`src/rtl/rs232_move_rx_if.sv`:
```
// Output bundle of the RS232 move receiver: received bytes, framing status and parsed
// move/pass commands. The receiver drives it through master; consumers attach as slave.
interface rs232_move_rx_if;
  logic [7:0] rx_byte;
  logic       rx_strobe;
  logic       frame_err;
  logic [2:0] move_x;
  logic [2:0] move_y;
  logic       move_valid;
  logic       pass_cmd;
  logic       parse_err;
  logic       busy;

  modport master (
    output rx_byte, rx_strobe, frame_err,
    output move_x, move_y, move_valid, pass_cmd, parse_err, busy
  );

  modport slave (
    input rx_byte, rx_strobe, frame_err,
    input move_x, move_y, move_valid, pass_cmd, parse_err, busy
  );
endinterface

```
`src/rtl/rs232_move_rx.sv`:
```
// 8N1 RS232 receiver plus ASCII move-command parser ("<col><row><CR|LF>" or "p<CR|LF>").
// Emits one-cycle move/pass/error strobes with board coordinates for the game controller.
module rs232_move_rx #(
  parameter int CLK_HZ = 50_000_000,
  parameter int BAUD   = 115200
) (
  input  logic            clk,
  input  logic            RST,
  input  logic            RxD,
  rs232_move_rx_if.master rx_if
);

  localparam int BIT_CNT = CLK_HZ / BAUD;
  localparam int HALF    = BIT_CNT / 2;
  localparam logic [8:0] BIT_LAST  = 9'(BIT_CNT - 1);
  localparam logic [8:0] HALF_LAST = 9'(HALF - 1);

  typedef enum logic [2:0] {
    R_IDLE,
    R_START,
    R_DATA,
    R_STOP,
    R_WAITHI
  } rx_state_t;

  typedef enum logic [1:0] {
    P_COL,
    P_ROW,
    P_END,
    P_PASS
  } p_state_t;

  logic       rxd_meta_q, rxd_s_q;
  rx_state_t  rstate_q, rstate_d;
  logic [8:0] cnt_q, cnt_d;
  logic [2:0] bidx_q, bidx_d;
  logic [7:0] shreg_q, shreg_d;
  logic [7:0] rx_byte_q, rx_byte_d;
  logic       rx_strobe_q, rx_strobe_d;
  logic       frame_err_q, frame_err_d;

  p_state_t   pstate_q, pstate_d;
  logic [2:0] x_tmp_q, x_tmp_d;
  logic [2:0] y_tmp_q, y_tmp_d;
  logic [2:0] move_x_q, move_x_d;
  logic [2:0] move_y_q, move_y_d;
  logic       move_valid_q, move_valid_d;
  logic       pass_cmd_q, pass_cmd_d;
  logic       parse_err_q, parse_err_d;

  logic       is_col, is_row, is_pass, is_term;

  // Two-flop synchroniser; idles high so reset does not look like a start bit.
  always_ff @(posedge clk or negedge RST) begin
    if (!RST) begin
      rxd_meta_q <= 1'b1;
      rxd_s_q    <= 1'b1;
    end else begin
      rxd_meta_q <= RxD;
      rxd_s_q    <= rxd_meta_q;
    end
  end

  // Receive FSM: the counter restarts every bit, so every sample lands mid-bit.
  always_comb begin
    rstate_d    = rstate_q;
    cnt_d       = cnt_q;
    bidx_d      = bidx_q;
    shreg_d     = shreg_q;
    rx_byte_d   = rx_byte_q;
    rx_strobe_d = 1'b0;
    frame_err_d = 1'b0;
    case (rstate_q)
      R_IDLE: begin
        if (!rxd_s_q) begin
          rstate_d = R_START;
          cnt_d    = '0;
        end
      end
      R_START: begin
        if (cnt_q == HALF_LAST) begin
          cnt_d  = '0;
          bidx_d = '0;
          rstate_d = rxd_s_q ? R_IDLE : R_DATA;
        end else begin
          cnt_d = cnt_q + 9'd1;
        end
      end
      R_DATA: begin
        if (cnt_q == BIT_LAST) begin
          cnt_d   = '0;
          shreg_d = {rxd_s_q, shreg_q[7:1]};
          if (bidx_q == 3'd7) begin
            rstate_d = R_STOP;
          end else begin
            bidx_d = bidx_q + 3'd1;
          end
        end else begin
          cnt_d = cnt_q + 9'd1;
        end
      end
      R_STOP: begin
        if (cnt_q == BIT_LAST) begin
          cnt_d = '0;
          if (rxd_s_q) begin
            rx_byte_d   = shreg_q;
            rx_strobe_d = 1'b1;
            rstate_d    = R_IDLE;
          end else begin
            frame_err_d = 1'b1;
            rstate_d    = R_WAITHI;
          end
        end else begin
          cnt_d = cnt_q + 9'd1;
        end
      end
      R_WAITHI: begin
        if (rxd_s_q) rstate_d = R_IDLE;
      end
      default: rstate_d = R_IDLE;
    endcase
  end

  always_ff @(posedge clk or negedge RST) begin
    if (!RST) begin
      rstate_q    <= R_IDLE;
      cnt_q       <= '0;
      bidx_q      <= '0;
      shreg_q     <= '0;
      rx_byte_q   <= '0;
      rx_strobe_q <= 1'b0;
      frame_err_q <= 1'b0;
    end else begin
      rstate_q    <= rstate_d;
      cnt_q       <= cnt_d;
      bidx_q      <= bidx_d;
      shreg_q     <= shreg_d;
      rx_byte_q   <= rx_byte_d;
      rx_strobe_q <= rx_strobe_d;
      frame_err_q <= frame_err_d;
    end
  end

  // Character classes; letter case is folded for both column and pass commands.
  assign is_col  = ((rx_byte_q >= 8'h61) && (rx_byte_q <= 8'h68)) ||
                   ((rx_byte_q >= 8'h41) && (rx_byte_q <= 8'h48));
  assign is_row  = (rx_byte_q >= 8'h31) && (rx_byte_q <= 8'h38);
  assign is_pass = (rx_byte_q == 8'h70) || (rx_byte_q == 8'h50);
  assign is_term = (rx_byte_q == 8'h0D) || (rx_byte_q == 8'h0A);

  // Parser FSM: consumes one byte per rx_strobe; at most one command strobe per cycle.
  always_comb begin
    pstate_d     = pstate_q;
    x_tmp_d      = x_tmp_q;
    y_tmp_d      = y_tmp_q;
    move_x_d     = move_x_q;
    move_y_d     = move_y_q;
    move_valid_d = 1'b0;
    pass_cmd_d   = 1'b0;
    parse_err_d  = 1'b0;
    if (rx_strobe_q) begin
      case (pstate_q)
        P_COL: begin
          if (is_col) begin
            x_tmp_d  = rx_byte_q[2:0] - 3'd1;
            pstate_d = P_ROW;
          end else if (is_pass) begin
            pstate_d = P_PASS;
          end else if (!is_term) begin
            parse_err_d = 1'b1;
          end
        end
        P_ROW: begin
          if (is_row) begin
            y_tmp_d  = 3'(rx_byte_q - 8'h31);
            pstate_d = P_END;
          end else begin
            parse_err_d = 1'b1;
            pstate_d    = P_COL;
          end
        end
        P_END: begin
          if (is_term) begin
            move_x_d     = x_tmp_q;
            move_y_d     = y_tmp_q;
            move_valid_d = 1'b1;
          end else begin
            parse_err_d = 1'b1;
          end
          pstate_d = P_COL;
        end
        P_PASS: begin
          if (is_term) pass_cmd_d  = 1'b1;
          else         parse_err_d = 1'b1;
          pstate_d = P_COL;
        end
        default: pstate_d = P_COL;
      endcase
    end
  end

  always_ff @(posedge clk or negedge RST) begin
    if (!RST) begin
      pstate_q     <= P_COL;
      x_tmp_q      <= '0;
      y_tmp_q      <= '0;
      move_x_q     <= '0;
      move_y_q     <= '0;
      move_valid_q <= 1'b0;
      pass_cmd_q   <= 1'b0;
      parse_err_q  <= 1'b0;
    end else begin
      pstate_q     <= pstate_d;
      x_tmp_q      <= x_tmp_d;
      y_tmp_q      <= y_tmp_d;
      move_x_q     <= move_x_d;
      move_y_q     <= move_y_d;
      move_valid_q <= move_valid_d;
      pass_cmd_q   <= pass_cmd_d;
      parse_err_q  <= parse_err_d;
    end
  end

  assign rx_if.rx_byte    = rx_byte_q;
  assign rx_if.rx_strobe  = rx_strobe_q;
  assign rx_if.frame_err  = frame_err_q;
  assign rx_if.move_x     = move_x_q;
  assign rx_if.move_y     = move_y_q;
  assign rx_if.move_valid = move_valid_q;
  assign rx_if.pass_cmd   = pass_cmd_q;
  assign rx_if.parse_err  = parse_err_q;
  assign rx_if.busy       = (rstate_q != R_IDLE);

endmodule

```
`src/flat_wrapper.sv`:
```
// flat-port wrapper written by rule: the top's interface ports become plain ports
module rs232_move_rx_flat 
#(
  parameter int CLK_HZ = 50_000_000,
  parameter int BAUD   = 115200
)
  (clk, RST, RxD, rx_if_rx_byte, rx_if_rx_strobe, rx_if_frame_err, rx_if_move_x, rx_if_move_y, rx_if_move_valid, rx_if_pass_cmd, rx_if_parse_err, rx_if_busy);
  rs232_move_rx_if rx_if_i ();
  input  logic clk;
  input  logic RST;
  input  logic RxD;
  output wire logic [$bits(rx_if_i.rx_byte)-1:0] rx_if_rx_byte;
  output wire logic [$bits(rx_if_i.rx_strobe)-1:0] rx_if_rx_strobe;
  output wire logic [$bits(rx_if_i.frame_err)-1:0] rx_if_frame_err;
  output wire logic [$bits(rx_if_i.move_x)-1:0] rx_if_move_x;
  output wire logic [$bits(rx_if_i.move_y)-1:0] rx_if_move_y;
  output wire logic [$bits(rx_if_i.move_valid)-1:0] rx_if_move_valid;
  output wire logic [$bits(rx_if_i.pass_cmd)-1:0] rx_if_pass_cmd;
  output wire logic [$bits(rx_if_i.parse_err)-1:0] rx_if_parse_err;
  output wire logic [$bits(rx_if_i.busy)-1:0] rx_if_busy;
  assign rx_if_rx_byte = rx_if_i.rx_byte;
  assign rx_if_rx_strobe = rx_if_i.rx_strobe;
  assign rx_if_frame_err = rx_if_i.frame_err;
  assign rx_if_move_x = rx_if_i.move_x;
  assign rx_if_move_y = rx_if_i.move_y;
  assign rx_if_move_valid = rx_if_i.move_valid;
  assign rx_if_pass_cmd = rx_if_i.pass_cmd;
  assign rx_if_parse_err = rx_if_i.parse_err;
  assign rx_if_busy = rx_if_i.busy;
  rs232_move_rx #(.CLK_HZ(CLK_HZ), .BAUD(BAUD)) u_core (.clk(clk), .RST(RST), .RxD(RxD), .rx_if(rx_if_i));
endmodule
```
`config.mk`:
```
export PLATFORM = sky130hd
export DESIGN_NAME = rs232_move_rx_flat
export DESIGN_NICKNAME = d
export VERILOG_FILES = /design/src/rtl/rs232_move_rx_if.sv /design/src/rtl/rs232_move_rx.sv /design/src/flat_wrapper.sv
export SDC_FILE = /design/constraint.sdc
export NUM_CORES = 1
export LEC_CHECK = 0
export ABC_CLOCK_PERIOD_IN_PS = 2100
export BUFFER_PORTS_ARGS = -buffer_cell sky130_fd_sc_hd__buf_2
export CORE_MARGIN = 2
export CORE_UTILIZATION = 38
export DETAILED_ROUTE_END_ITERATION = 8
export SETUP_SLACK_MARGIN = 0.1
export SYNTH_ARGS = -nofsm -noshare
export SYNTH_HDL_FRONTEND = slang
export SYNTH_SLANG_ARGS = --single-unit
```
`constraint.sdc`:
```
create_clock -name clk -period 2.1 [get_ports clk]
set_clock_uncertainty 0.1 [all_clocks]
set_input_delay 0.21 -clock clk [delete_from_list [all_inputs] [get_ports clk]]
set_output_delay 0.21 -clock clk [all_outputs]
set_load 0.02 [all_outputs]
```
==> key figures <==
Floorplanning
  • Row cnt: 29
  • Die height: ~86 µm
  • Die footprint: between 7000 and 8000 µm²
  • Chip Width: 85.64 µm
  • Ports: 23
  • Initial Util: 39.66%
  • Area of the core: ~6400 µm²

Outcome
  • Outcome: complete, no violations

STA
  • Final setup fails: 0
  • Final Max Tran Viols: 0
  • Slew margin rel.: between 60% and 70%
  • RSZ-0062 raised after global routing: false
  • Fmax: 520.6 MHz
  • Tcrit/Tclk final: 91.47%
  • Hold Fails Final Rpt: 0
  • Post-route minimum period: about 1.9 ns
  • Worst-margin pin slew: 0.5768 ns
  • Post-route setup slack: approximately 0.18 ns
  • Setup TNS: 0 ns
  • Final hold slack: ~0.26 ns

Yosys
  • YS warnings: 0
  • Synthesized instance count: around 230
  • Yosys cell types: just over 50
  • Register bit count reported by yosys: 52
  • Synthesized area per cell: roughly 11 µm²
  • Mapped Area: between 2000 and 3000 µm²
  • Synth Net Count: roughly 240
  • Async S/R FF share, synth: 100.0%
  • Seq/Total Area, Yosys: approximately half
  • Most common flop cell mapped by yosys: dfrtp_1
  • EDFF count, synth: 0

Drt
  • DRT Pass-1 Iters: 4
  • Vias: about 1800
  • DRC Markers: 0
  • DRT antenna net count: 0
  • Final wirelength: ~5000 µm
  • Wire per inst: 14.22 µm
  • Initial DRC count: 63
  • Routed vias/inst: roughly 5.3

CTS
  • CTS H-tree depth: 2
  • CTS buffer count: 5
  • Reg clk slew, reported paths: roughly 0.11 ns
  • CTS Sinks: 52
  • CTS tree: done
  • Clock tree root driver cell: clkbuf_8
  • Clk buf depth: 2
  • Clk_lat worst skew: 0.31 ns

Placement
  • Pre-CTS WS: approximately 0.00047 ns
  • Post-DP HPWL: 3444 µm
  • PortBufs: 22
  • RD Place Congestion: between 0.8 and 0.9

Worst setup path
  • R2R setup slack: 0.18 ns
  • CP top delay family: compound AO/OA/AOI/OAI gates
  • Worst setup path startpoint: u_core.rx_if.rx_byte[0]
  • Reg2reg path depth: 6
  • Critical Path AT: roughly 2.0 ns
  • CP Launch Type: flop
  • FF-to-FF Start: u_core.rx_if.rx_byte[0]
  • Setup CP Type: flop to flop
  • Critical Path Fanout Max: 6
  • Crit path cell chain: inv_4 > ha_4 > or4bb_1 > o21a_1 > o311ai_1 > a21oi_1
  • Data required, critical path: 2.19 ns
  • Crit. End Element: flop
  • Slowest CP cell: or4bb_1
  • Max stage delay on crit path: roughly 0.48 ns
  • Buf+Inv Stages, Crit Path: 1
  • FF-to-FF End: u_core.rx_if.parse_err

Layout
  • Nets@finish: between 200 and 300
  • Synth-to-layout area growth: 18.82%
  • Antenna cells: 0
  • Share of layout cells above drive strength 1: a little over a third

Power
  • Leakage: 1.469 nW
  • Pwr Total: about 1.7 mW
  • PD cells: about 550 nW/µm²
  • Maximum VDD drop: around 0.26 mV

Global routing
  • Initial antenna violation count: 0
  • Gr usage total: around 14%
  • Congestion Overflow GR: 0
  • First-pass GRT wire length: 8176 µm
  • Largest net degree at the start of global routing: 26
  • Number of global-route vias before repair: about 1800

Min path
  • Hold EP: u_core.rxd_s_q
  • Min-Delay Path Depth: 0
  • Min-delay src: u_core.rxd_meta_q
  • Hold crit path type: flop to flop

Job
  • Max Cap Viol: 0
## final cells by class
| type | count | area (µm²) |
|---|---|---|
| clock buffers | 5 | 68.82 |
| clock inverters | 3 | 28.78 |
| fillers | 618 | 3377 |
| inverters | 16 | 62.56 |
| multi-input cells | 150 | 1204 |
| flip-flops and latches | 52 | 1306 |
| well taps | 77 | 96.34 |
| repair buffers | 39 | 242.7 |
## metrics by stage
step	utilization [%]	instances	instance area, µm²
2_1_floorplan	-	225	2544
3_3_place_gp	43.87	328	2801
3_5_place_dp	43.87	328	2801
4_1_cts	46.26	339	2954
5_1_grt	47.12	342	3009
6_report	47.12	342	3009
## synth_stat cells (2+ instances only)
cell type / instances / area, µm²
a21oi_1: 6 / 30.03
a22oi_1: 3 / 22.52
and4_1: 2 / 17.52
and4b_1: 2 / 20.02
buf_2: 4 / 20.02
clkbuf_1: 3 / 11.26
dfrtp_1: 50 / 1251
dfstp_2: 2 / 52.55
ha_1: 8 / 100.1
inv_1: 16 / 60.06
mux2_1: 2 / 22.52
mux2_2: 24 / 270.3
mux2i_1: 3 / 30.03
nand2_1: 12 / 45.04
nand2b_1: 5 / 31.28
nand3_1: 4 / 20.02
nand3b_1: 3 / 22.52
nand4_1: 3 / 18.77
nor2_1: 9 / 33.78
nor2b_1: 3 / 18.77
nor3_1: 5 / 25.02
nor4_1: 2 / 12.51
o2111ai_1: 2 / 17.52
o211ai_1: 6 / 45.04
o21ai_0: 15 / 75.07
o21bai_1: 3 / 22.52
or2_2: 3 / 18.77
or3b_2: 2 / 17.52
## power breakdown
part	internal (mW)	switching [mW]
registers	1.00	0.00262
clock network	0.252	0.364
logic	0.00657	0.0211
total	1.26	0.388
## cell families after synthesis
logic type	synth area share, %
AND/OR/NAND/NOR	15.91
flip-flops	51.48
AO/OA/AOI/OAI	11.96
multiplexers	12.75
buffers and inverters	3.607
adder cells (fa/ha/maj)	3.953
XOR/XNOR	0.3459
## layout by cell type, fill, tap and decap left out, types with 5 or more instances in the layout
| cell | instances |
|---|---|
| dfrtp_1 | 48 |
| a21oi_1 | 5 |
| o21ai_0 | 15 |
| nand2_1 | 11 |
| inv_1 | 14 |
| nor3_1 | 5 |
| o211ai_1 | 6 |
| nand2b_1 | 5 |
| clkbuf_8 | 5 |
| mux2_2 | 24 |
| ha_1 | 6 |
| buf_2 | 22 |
| nor2_1 | 9 |
| buf_4 | 15 |
## state kept, by name (all words and copies together), names as in the netlist, 2 cells and up
signal / flops
u_core.cnt_q: 9
u_core.rx_if.rx_byte: 8
u_core.shreg_q: 8
u_core.bidx_q: 3
u_core.rstate_q: 3
u_core.rx_if.move_x: 3
u_core.rx_if.move_y: 3
u_core.x_tmp_q: 3
u_core.y_tmp_q: 3
u_core.pstate_q: 2
## how the worst max path moves through the flow
stage	to	slack, ns	cells past startpoint
after floorplan	u_core.rx_if.parse_err	0.11	6
after global placement	u_core.rx_if.parse_err	0.08	6
after detailed placement	u_core.rx_if.parse_err	0.0005	6
after CTS	u_core.rx_if.move_x[1]	0.08	7
after global routing	u_core.rx_if.move_y[1]	0.10	7
final	u_core.rx_if.parse_err	0.18	6
## worst reg2reg max path, delay by kind of cell, from the launching register on
family	cells	cell delay (ns)
simple gates	1	0.48
flops	1	0.46
buf+inv	1	0.09
fa+ha+maj	1	0.16
compound gates	3	0.52
## metal layers
layer  global-route usage [%]  vias up  routed length (µm)
met4                    3.896        0                  87
met1                    17.69      873                2270
li1                         -      896                   -
met3                    3.272        8                 205
met5                        0        -                   0
met2                    23.22       43                2302
## repair_timing
item	in CTS	in global routing
hold buffers	2	0
pin swaps	0	2
resized for setup	4	10
endpoints found under the hold margin	24	0
setup buffers	1	3
endpoints found under the setup margin	6	25
Note: power is estimated with default switching activity, not from simulation.
